`src/rtl/sdram_arbiter.sv`:
```
// rtl/sdram_arbiter.sv - two-port round-robin arbiter for the 8-bit SDRAM ext_bus master port
// Optional watchdog: define SDRAM_ARB_TIMEOUT_EN to abort GRANT after TIMEOUT_CYCLES cycles.
module sdram_arbiter #(
    parameter int ADDR_W         = 24,
    parameter int DATA_W         = 8,
    parameter int TIMEOUT_CYCLES = 1024
) (
    input  logic              clk_50,
    input  logic              rst,
    input  logic              cpu_req,
    input  logic              cpu_rwb,
    input  logic [ADDR_W-1:0] cpu_addr,
    input  logic [DATA_W-1:0] cpu_wdata,
    output logic [DATA_W-1:0] cpu_rdata,
    output logic              cpu_ack,
    input  logic              dma_req,
    input  logic              dma_rwb,
    input  logic [ADDR_W-1:0] dma_addr,
    input  logic [DATA_W-1:0] dma_wdata,
    output logic [DATA_W-1:0] dma_rdata,
    output logic              dma_ack,
    output logic [ADDR_W-1:0] bus_address,
    output logic              bus_read,
    output logic              bus_write,
    output logic [DATA_W-1:0] bus_write_data,
    input  logic              bus_acknowledge,
    input  logic [DATA_W-1:0] bus_read_data,
    output logic [1:0]        grant,
    output logic              timeout_err
);

    typedef enum logic [1:0] {IDLE, GRANT, RELEASE} state_t;

    state_t            state, state_next;
    logic              last_dma;
    logic              win_dma;
    logic              timed_out;
    logic              done;
    logic [DATA_W-1:0] rd_val;

    // DMA wins when alone, or when both ask and the CPU was served last.
    assign win_dma = dma_req & (~cpu_req | ~last_dma);
    assign done    = (state == GRANT) & (bus_acknowledge | timed_out);
    assign rd_val  = bus_acknowledge ? bus_read_data : '1;

`ifdef SDRAM_ARB_TIMEOUT_EN
    localparam int CNT_W = $clog2(TIMEOUT_CYCLES + 1);
    logic [CNT_W-1:0] cnt;

    assign timed_out = (state == GRANT) & ~bus_acknowledge
                     & (cnt == CNT_W'(TIMEOUT_CYCLES - 1));

    always_ff @(posedge clk_50 or posedge rst) begin
        if (rst) begin
            cnt         <= '0;
            timeout_err <= 1'b0;
        end else begin
            cnt <= (state == GRANT) ? cnt + 1'b1 : '0;
            if (timed_out)
                timeout_err <= 1'b1;
        end
    end
`else
    logic unused_timeout;
    assign unused_timeout = (TIMEOUT_CYCLES == 0);
    assign timed_out      = 1'b0;
    assign timeout_err    = 1'b0;
`endif

    always_ff @(posedge clk_50 or posedge rst) begin
        if (rst)
            state <= IDLE;
        else
            state <= state_next;
    end

    always_comb begin
        state_next = state;
        case (state)
            IDLE:    if (cpu_req | dma_req) state_next = GRANT;
            GRANT:   if (bus_acknowledge | timed_out) state_next = RELEASE;
            RELEASE: state_next = IDLE;
            default: state_next = IDLE;
        endcase
    end

    always_ff @(posedge clk_50 or posedge rst) begin
        if (rst) begin
            grant          <= 2'b00;
            bus_address    <= '0;
            bus_write_data <= '0;
            bus_read       <= 1'b0;
            bus_write      <= 1'b0;
            cpu_ack        <= 1'b0;
            dma_ack        <= 1'b0;
            cpu_rdata      <= '0;
            dma_rdata      <= '0;
            last_dma       <= 1'b1;
        end else begin
            cpu_ack <= 1'b0;
            dma_ack <= 1'b0;
            if (state == IDLE && (cpu_req | dma_req)) begin
                grant          <= win_dma ? 2'b10 : 2'b01;
                bus_address    <= win_dma ? dma_addr : cpu_addr;
                bus_write_data <= win_dma ? dma_wdata : cpu_wdata;
                bus_read       <= win_dma ? dma_rwb : cpu_rwb;
                bus_write      <= win_dma ? ~dma_rwb : ~cpu_rwb;
            end
            if (done) begin
                bus_read  <= 1'b0;
                bus_write <= 1'b0;
                grant     <= 2'b00;
                last_dma  <= grant[1];
                cpu_ack   <= grant[0];
                dma_ack   <= grant[1];
                if (grant[0] & bus_read)
                    cpu_rdata <= rd_val;
                if (grant[1] & bus_read)
                    dma_rdata <= rd_val;
            end
        end
    end

endmodule

```
`config.mk`:
```
export PLATFORM = sky130hd
export DESIGN_NAME = sdram_arbiter
export DESIGN_NICKNAME = d
export VERILOG_FILES = /design/src/rtl/sdram_arbiter.sv
export SDC_FILE = /design/constraint.sdc
export NUM_CORES = 1
export LEC_CHECK = 0
export CORE_MARGIN = 10
export CORE_UTILIZATION = 43
export DETAILED_ROUTE_END_ITERATION = 6
export GPL_TIMING_DRIVEN = 1
export PLACE_DENSITY = 0.84
export SLEW_MARGIN = 25
export SYNTH_ARGS = -nofsm -noshare
export SYNTH_HDL_FRONTEND = slang
export SYNTH_SLANG_ARGS = --single-unit
```
`constraint.sdc`:
```
create_clock -name clk_50 -period 3.75 [get_ports clk_50]
set_input_delay 0.9375 -clock clk_50 [delete_from_list [all_inputs] [get_ports clk_50]]
set_output_delay 0.9375 -clock clk_50 [all_outputs]
set_load 0.1 [all_outputs]
```
==> flow_summary.yaml, run 1 <==
die:
  die_x_um: 97.7
  placementRows: 28
  io_pins: 134
  start_util_pct: 44.1
  die_height_um: 97.7
  core_mm2: 0.00589
  die_area_mm2: 0.00954
timing:
  post-route-period-util_pct: 74.6
  clock_skew_ns: 0.00628
  relSlewSlack_pct: 32.8
  setup_viol: 0
  finalSetupTns_ns: 0
  drv_slew: 0
  worst_slew_pin_slew_ns: 1.00
  rsz0062_at_grt: "no"
  max_freq_mhz: 357
  hold_viol: 0
  fin_crit_ns: 2.80
critical_path:
  critPathBufInv: 1
  endpoint_kind: "primary output"
  worstPathRequired_ns: 2.81
  path_max_fanout: 2
  crit_slowest_cell: "clkdlybuf4s50_1"
  cp_slowest_stage_delay_ns: 1.16
  path_delay_family: "buffers and inverters"
  crit_chain: "clkdlybuf4s50_1"
  crit_arrival_ns: 1.86
  crit_type: "reg2out"
  startpoint_type: "flip-flop"
global_routing:
  gr-max-usage-layer: "met2"
  antenna_found_initial: 0
  grt_pass1_vias: 2370
  met2_usage_pct: 27.5
  met1_usage_pct: 18.7
  grt_pass1_wl_mm: 12.8
  grt_max_degree: 35
  met3_usage_pct: 7.33
  grt-ovfl-total: 0
  track_usage_pct: 16.6
yosys:
  ys_seq_area_share_pct: 55.0
  ys_ff_latch: 57
  synth_compound_area_share_pct: 14.2
  syn-mean-instance-area_um2: 11.9
  synthCells: 218
  yosys_warnings: 0
  synth_area_mm2: 0.00259
  synth-simple-area-share_pct: 12.8
  synth_top_family_by_area: "compound AO/OA/AOI/OAI gates"
  async_flop_share_pct: 100
  synthFlopType: "dfrtp_1"
  synth.distinct_cells: 29
  synthXorXnorAreaFrac_pct: 0
  yosys-mux-area-fraction_pct: 8.59
  synth_fa_ha_area_share_pct: 0
  syn_nets: 297
  synth_edf_count: 0
place:
  port_buffers: 132
  placed_area_mm2: 0.00394
  dp.cells: 413
  gp_congestion: 0.763
  hpwl_mm: 6.09
cts:
  cts_inserted_buffers: 9
  cts_hold_buf: 0
  cts_tree: "done"
  clk_latency_ns: 0.32
  post_cts_buffers: 0
  clockBufferDepth: 2
  cts.sinks: 57
  ctsResizeCount: 0
  clkTransAtPathRegs_ns: 0.06
  htreeDepth: 3
  root_buffer: "clkbuf_8"
finish:
  multiInputGateArea_um2: 928
  final_area_mm2: 0.00414
  final_util_pct: 70.4
  final_common_cell: "clkdlybuf4s50_1"
  layout-drive-gt1-share_pct: 14.4
  fin_cells: 429
  final_nets: 428
  layout_common_cells: "128 x clkdlybuf4s50_1, 56 x dfrtp_1, 32 x inv_1, 32 x nor3_1, 32 x a221o_1"
  nFillCells: 455
  area_growth_pct: 59.8
  seqCellArea_mm2: 0.00143
  diodes: 0
outcome:
  status: "completed"
worst_hold_path:
  hp-class: "reg2reg"
route:
  vias: 2240
  drc: 0
  firstDrtPassIters: 4
  ant_nets: 0
  viasPerCell: 5.22
  wl_per_cell_um: 18.7
  drt_iter0_markers: 85
  routed_wl_mm: 8.00
flow_run:
  max_cap_viol_count: 0
==> final timing paths <==
kind	depth (start not counted)	slack (ns)	from	endpoint
setup reg to reg	3	2.03	last_dma$_DFFE_PP1P_	bus_write$_DFFE_PP0P_
min in group asynchronous	2	0.84	rst	bus_address[3]$_DFFE_PP0P_
hold reg to reg	1	0.50	dma_rdata[7]$_DFFE_PP0P_	dma_rdata[7]$_DFFE_PP0P_
max in group asynchronous	3	2.28	rst	last_dma$_DFFE_PP1P_
setup / recovery	1	0.95	bus_address[1]$_DFFE_PP0P_	bus_address[1]
hold / removal	1	0.50	dma_rdata[7]$_DFFE_PP0P_	dma_rdata[7]$_DFFE_PP0P_
==> state kept, by name (all words and copies together), names as in the netlist <==
register	count
bus_write_data	8
cpu_ack	1
dma_rdata	8
grant	2
bus_read	1
bus_write	1
dma_ack	1
last_dma	1
state	2
bus_address	24
cpu_rdata	8
==> layout make-up <==
class,count,area share [%]
clock inverters,2,0.845
repair buffers,136,32.7
flip-flops and latches,57,34.5
well taps,75,2.26
inverters,34,3.20
multi-input cells,111,22.4
clock buffers,14,4.17
==> logic make-up after synthesis <==
kind of cell           count (synthesis)
AO/OA/AOI/OAI                         38
buffers and inverters                 50
multiplexers                          19
other                                  1
flip-flops                            57
AND/OR/NAND/NOR                       53
==> routing by layer <==
layer	share of wire, %	vias to the layer above	wire length (µm)
li1	-	1039	-
met1	40	1113	3210
met2	51	84	4120
met3	7.9	4	632
met4	0.50	0	40
met5	0	-	0
==> cell usage after synthesis (all sizes together) (2+ instances only) <==
master | count | share of area, %
buf | 14 | 3.8
mux2 | 17 | 7.8
inv | 34 | 5.1
nor2 | 2 | 0.29
clkbuf | 2 | 0.29
or2b | 9 | 2.6
nor3 | 32 | 6.2
a31o | 2 | 0.68
nand3 | 2 | 1.4
dfrtp | 56 | 54
a221o | 32 | 12
o21ai | 2 | 0.53
mux2i | 2 | 0.77
and2 | 3 | 0.77
==> through the flow <==
step,setup WS [ns],hold slack (ns)
floorplan,1.41,0.498
finish,0.953,0.504
global placement,1.10,0.487
CTS,0.930,0.508
global route,0.897,0.526
detailed placement,1.06,0.494
Power of run 1 is left out: the tool's default activity adds up to more than one toggle a clock period on the data nets, which glitch-free logic cannot reach.
==> run 2: changes to the inputs <==
--- a/config.mk
+++ b/config.mk
@@ -6,10 +6,10 @@
 export NUM_CORES = 1
 export LEC_CHECK = 0
 export CORE_MARGIN = 10
-export CORE_UTILIZATION = 43
+export CORE_UTILIZATION = 40
 export DETAILED_ROUTE_END_ITERATION = 6
 export GPL_TIMING_DRIVEN = 1
-export PLACE_DENSITY = 0.84
+export PLACE_DENSITY = 0.79
 export SLEW_MARGIN = 25
 export SYNTH_ARGS = -nofsm -noshare
 export SYNTH_HDL_FRONTEND = slang
==> constraint.sdc (replaced) <==
create_clock -name clk_50 -period 2.9 [get_ports clk_50]
set_input_delay 0.725 -clock clk_50 [delete_from_list [all_inputs] [get_ports clk_50]]
set_output_delay 0.725 -clock clk_50 [all_outputs]
set_load 0.1 [all_outputs]
==> run 2 against run 1 <==
Clock-buffer cell count fell by 1. Global-route usage down 0.22 points. Sequential share of layout area rose by 0.69 points. Critical path type is now in2reg. Critical endpoint is now bus_address[7]$_DFFE_PP0P_. Highest routed layer unchanged.
==> flow_summary.yaml, run 2 (synthesis results as in run 1) <==
critical_path:
  crit_type: "in2reg"
  crit_arrival_ns: 2.31
  crit_chain: "clkdlybuf4s50_1, a21bo_2, buf_4, nor3_1, a221o_1"
  reg2reg_slack_ns: 1.16
  path_max_fanout: 19
  worstPathRequired_ns: 3.11
  r2r-start: "state[0]$_DFFE_PP0P_"
  r2r-end: "bus_address[7]$_DFFE_PP0P_"
  endpoint_kind: "flip-flop"
  worst_r2r_path_depth: 4
  startpoint_type: "input port"
  crit_slowest_cell: "clkdlybuf4s50_1"
  cp_slowest_stage_delay_ns: 0.53
route:
  firstDrtPassIters: 4
  ant_nets: 0
  drt_iter0_markers: 115
  routed_wl_mm: 8.17
  drc: 0
  vias: 2224
  viasPerCell: 5.12
  wl_per_cell_um: 18.8
global_routing:
  track_usage_pct: 16.3
  grt_pass1_vias: 2457
  grt-ovfl-total: 0
  antenna_found_initial: 0
  grt_pass1_wl_mm: 13.2
  grt_max_degree: 33
timing:
  drv_slew: 0
  hold_viol: 0
  worst_slew_pin_slew_ns: 0.602
  finalSetupTns_ns: 0
  setup_viol: 0
  post-route-period-util_pct: 72.6
  fin_crit_ns: 2.11
  max_freq_mhz: 475
  clock_skew_ns: 0.00826
  relSlewSlack_pct: 59.8
  rsz0062_at_grt: "no"
finish:
  largest_reg_flops: 24
  final_nets: 431
  layout-drive-gt1-share_pct: 28.6
  area_growth_pct: 56.6
  diodes: 0
  nFillCells: 500
  largest-register: "bus_address"
  layout_common_cells: "78 x clkdlybuf4s50_1, 59 x buf_4, 56 x dfrtp_1"
  seqCellArea_mm2: 0.00143
  final_common_cell: "clkdlybuf4s50_1"
  multiInputGateArea_um2: 928
die:
  die_height_um: 101
  die_area_mm2: 0.0101
  die_x_um: 101
  placementRows: 29
  io_pins: 134
  core_mm2: 0.00631
  start_util_pct: 41.1
cts:
  cts.sinks: 57
  clkTransAtPathRegs_ns: 0.06
  clockBufferDepth: 2
  clk_latency_ns: 0.33
  post_cts_buffers: 0
  cts_hold_buf: 0
  htreeDepth: 3
  root_buffer: "clkbuf_8"
  ctsResizeCount: 0
  cts_tree: "done"
  cts_inserted_buffers: 9
place:
  hpwl_mm: 6.17
  gp_congestion: 0.743
  port_buffers: 132
flow_run:
  max_cap_viol_count: 0
worst_hold_path:
  hp-class: "reg2reg"
  hp-start: "cpu_rdata[6]$_DFFE_PP0P_"
  holdPathEnd: "cpu_rdata[6]$_DFFE_PP0P_"
  hold-path-cell-count: 1
outcome:
  status: "completed"
==> run 2: final cells by class <==
type | count | area share (%)
clock buffer | 13 | 3.66
clock inverter | 3 | 1.60
inverter | 34 | 3.26
multi-input combinational | 111 | 22.9
sequential | 57 | 35.1
tap | 77 | 2.37
timing repair buffer | 139 | 31.1
==> run 2: worst max-delay path by stage <==
stage                                              to  cells after the start  slack (ns)     from
after floorplan            bus_address[0]$_DFFE_PP0P_                      1        0.78      rst
after global placement    bus_address[19]$_DFFE_PP0P_                      5        0.54  dma_req
after detailed placement   bus_address[7]$_DFFE_PP0P_                      5        0.47  cpu_req
after CTS                 bus_address[18]$_DFFE_PP0P_                      5        0.82  cpu_req
after global routing       bus_address[7]$_DFFE_PP0P_                      5        0.76  cpu_req
final                      bus_address[7]$_DFFE_PP0P_                      5        0.79  cpu_req
==> run 2: worst max-delay path: cells and delay by family <==
kind	cells	cell delay, ns
compound gates	2	0.65
simple gates	1	0.08
buf+inv	2	0.85
==> run 2: stage by stage <==
step / setup WS, ns / utilization (%) / std cells / hold WS [ns] / cell area [µm²]
after floorplan: 0.777 / - / 218 / 0.498 / 2590
after global placement: 0.540 / 61.0 / 418 / 0.490 / 3850
after detailed placement: 0.466 / 61.0 / 418 / 0.495 / 3850
after CTS: 0.820 / 64.3 / 434 / 0.508 / 4060
after global routing: 0.764 / 64.3 / 434 / 0.520 / 4060
final: 0.795 / 64.3 / 434 / 0.506 / 4060
==> run 2: layer usage <==
metal	part of all wire, %	vias to the layer above	GRT usage, %	routed length, µm
met2	49	98	26.1	3980
met4	1.6	0	6.74	134
met5	0	-	0	0
met3	9.6	8	5.83	782
li1	-	1042	-	-
met1	40	1076	19.5	3280
Power of run 2 is left out for the same reason.
==> run 3: changes to the inputs <==
==> constraint.sdc (replaced) <==
create_clock -name clk_50 -period 2.1 [get_ports clk_50]
set_input_delay 0.525 -clock clk_50 [delete_from_list [all_inputs] [get_ports clk_50]]
set_output_delay 0.525 -clock clk_50 [all_outputs]
set_load 0.1 [all_outputs]
==> run 3 against run 2 <==
Clock-buffer cell count did not move. Non-clock buffer count rose by 5. Die area did not move. Critical path depth did not move. Utilization rose by 1.1 points. Via count rose by 0.54%. Setup slack got worse by 0.35 ns. Critical endpoint is now bus_address[15]$_DFFE_PP0P_. Largest cell class unchanged.
==> flow_summary.yaml, run 3 (synthesis results as in run 1) <==
outcome:
  status: "completed"
finish:
  layout-drive-gt1-share_pct: 29.8
  nFillCells: 509
  diodes: 0
  area_growth_pct: 59.4
  final_nets: 436
  largest_reg_flops: 24
  layout_common_cells: "78 x clkdlybuf4s50_1, 58 x buf_4, 56 x dfrtp_1"
  largest-register: "bus_address"
  final_common_cell: "clkdlybuf4s50_1"
timing:
  clock_skew_ns: 0.00388
  finalSetupTns_ns: 0
  hold_viol: 0
  setup_viol: 0
  post-route-period-util_pct: 78.9
  max_freq_mhz: 603
  rsz0062_at_grt: "no"
  drv_slew: 0
  fin_crit_ns: 1.66
place:
  gp_congestion: 0.746
  hpwl_mm: 6.17
  port_buffers: 132
cts:
  root_buffer: "clkbuf_8"
  post_cts_buffers: 0
  cts_tree: "done"
  htreeDepth: 3
  clockBufferDepth: 2
  cts_inserted_buffers: 9
  clk_latency_ns: 0.33
  ctsResizeCount: 0
  cts_hold_buf: 0
  clkTransAtPathRegs_ns: 0.06
  cts.sinks: 57
critical_path:
  worstPathRequired_ns: 2.30
  worst_r2r_path_depth: 4
  startpoint_type: "input port"
  crit_type: "in2reg"
  r2r-end: "bus_address[15]$_DFFE_PP0P_"
  path_max_fanout: 16
  reg2reg_slack_ns: 0.65
  r2r-start: "last_dma$_DFFE_PP1P_"
  crit_arrival_ns: 1.86
  endpoint_kind: "flip-flop"
route:
  viasPerCell: 5.09
  wl_per_cell_um: 18.1
  routed_wl_mm: 7.94
  drt_iter0_markers: 115
  drc: 0
  firstDrtPassIters: 4
  vias: 2236
  ant_nets: 0
die:
  io_pins: 134
  core_mm2: 0.00631
  die_height_um: 101
  placementRows: 29
  die_area_mm2: 0.0101
  die_x_um: 101
  start_util_pct: 41.1
global_routing:
  grt_pass1_wl_mm: 12.6
  track_usage_pct: 15.4
  grt_pass1_vias: 2436
  grt_max_degree: 29
  antenna_found_initial: 0
  grt-ovfl-total: 0
flow_run:
  max_cap_viol_count: 0
worst_hold_path:
  hp-class: "reg2reg"
  holdPathEnd: "bus_address[17]$_DFFE_PP0P_"
  hp-start: "bus_address[17]$_DFFE_PP0P_"
  hold-path-cell-count: 1
-- run 3: worst max path at each step --
stage | from | endpoint | slack [ns] | cells after the start
after global placement | dma_req | bus_address[22]$_DFFE_PP0P_ | 0.14 | 5
after global routing | cpu_req | bus_address[14]$_DFFE_PP0P_ | 0.37 | 5
after CTS | cpu_req | bus_address[15]$_DFFE_PP0P_ | 0.45 | 5
final | cpu_req | bus_address[15]$_DFFE_PP0P_ | 0.44 | 5
after detailed placement | cpu_req | bus_address[15]$_DFFE_PP0P_ | 0.1 | 5
after floorplan | rst | bus_address[0]$_DFFE_PP0P_ | 0.18 | 1
-- run 3: final cells by class --
cell class	count	area (µm²)	area share [%]
Tap cell	77	96.3	2.33
Multi-Input combinational cell	111	928	22.5
Clock buffer	13	159	3.84
Sequential cell	57	1430	34.5
Timing Repair Buffer	144	1380	33.3
Inverter	34	133	3.21
Clock inverter	3	15.0	0.363
-- run 3: worst max-delay path, cell delays in order --
cell             delay [ns]
clkdlybuf4s50_1        0.52
a21bo_2                0.31
buf_12                 0.19
nor3_1                 0.05
a221o_1                0.27
-- run 3: through the flow --
stage / instance area [µm²] / hold WS (ns) / std cells / setup slack [ns] / utilization [%]
global route: 4140 / 0.520 / 439 / 0.373 / 65.5
detailed placement: 3960 / 0.500 / 423 / 0.0994 / 62.7
CTS: 4140 / 0.514 / 439 / 0.448 / 65.5
finish: 4140 / 0.512 / 439 / 0.442 / 65.5
global placement: 3960 / 0.490 / 423 / 0.144 / 62.7
floorplan: 2590 / 0.498 / 218 / 0.177 / -
-- run 3: layer usage --
layer,up-vias,track usage [%],share of wire (%)
met4,0,5.22,1.3
met5,-,0,0
met1,1082,18.7,44
met2,86,24.7,47
met3,12,5.62,7.6
li1,1056,-,-
Power of run 3 is left out for the same reason.
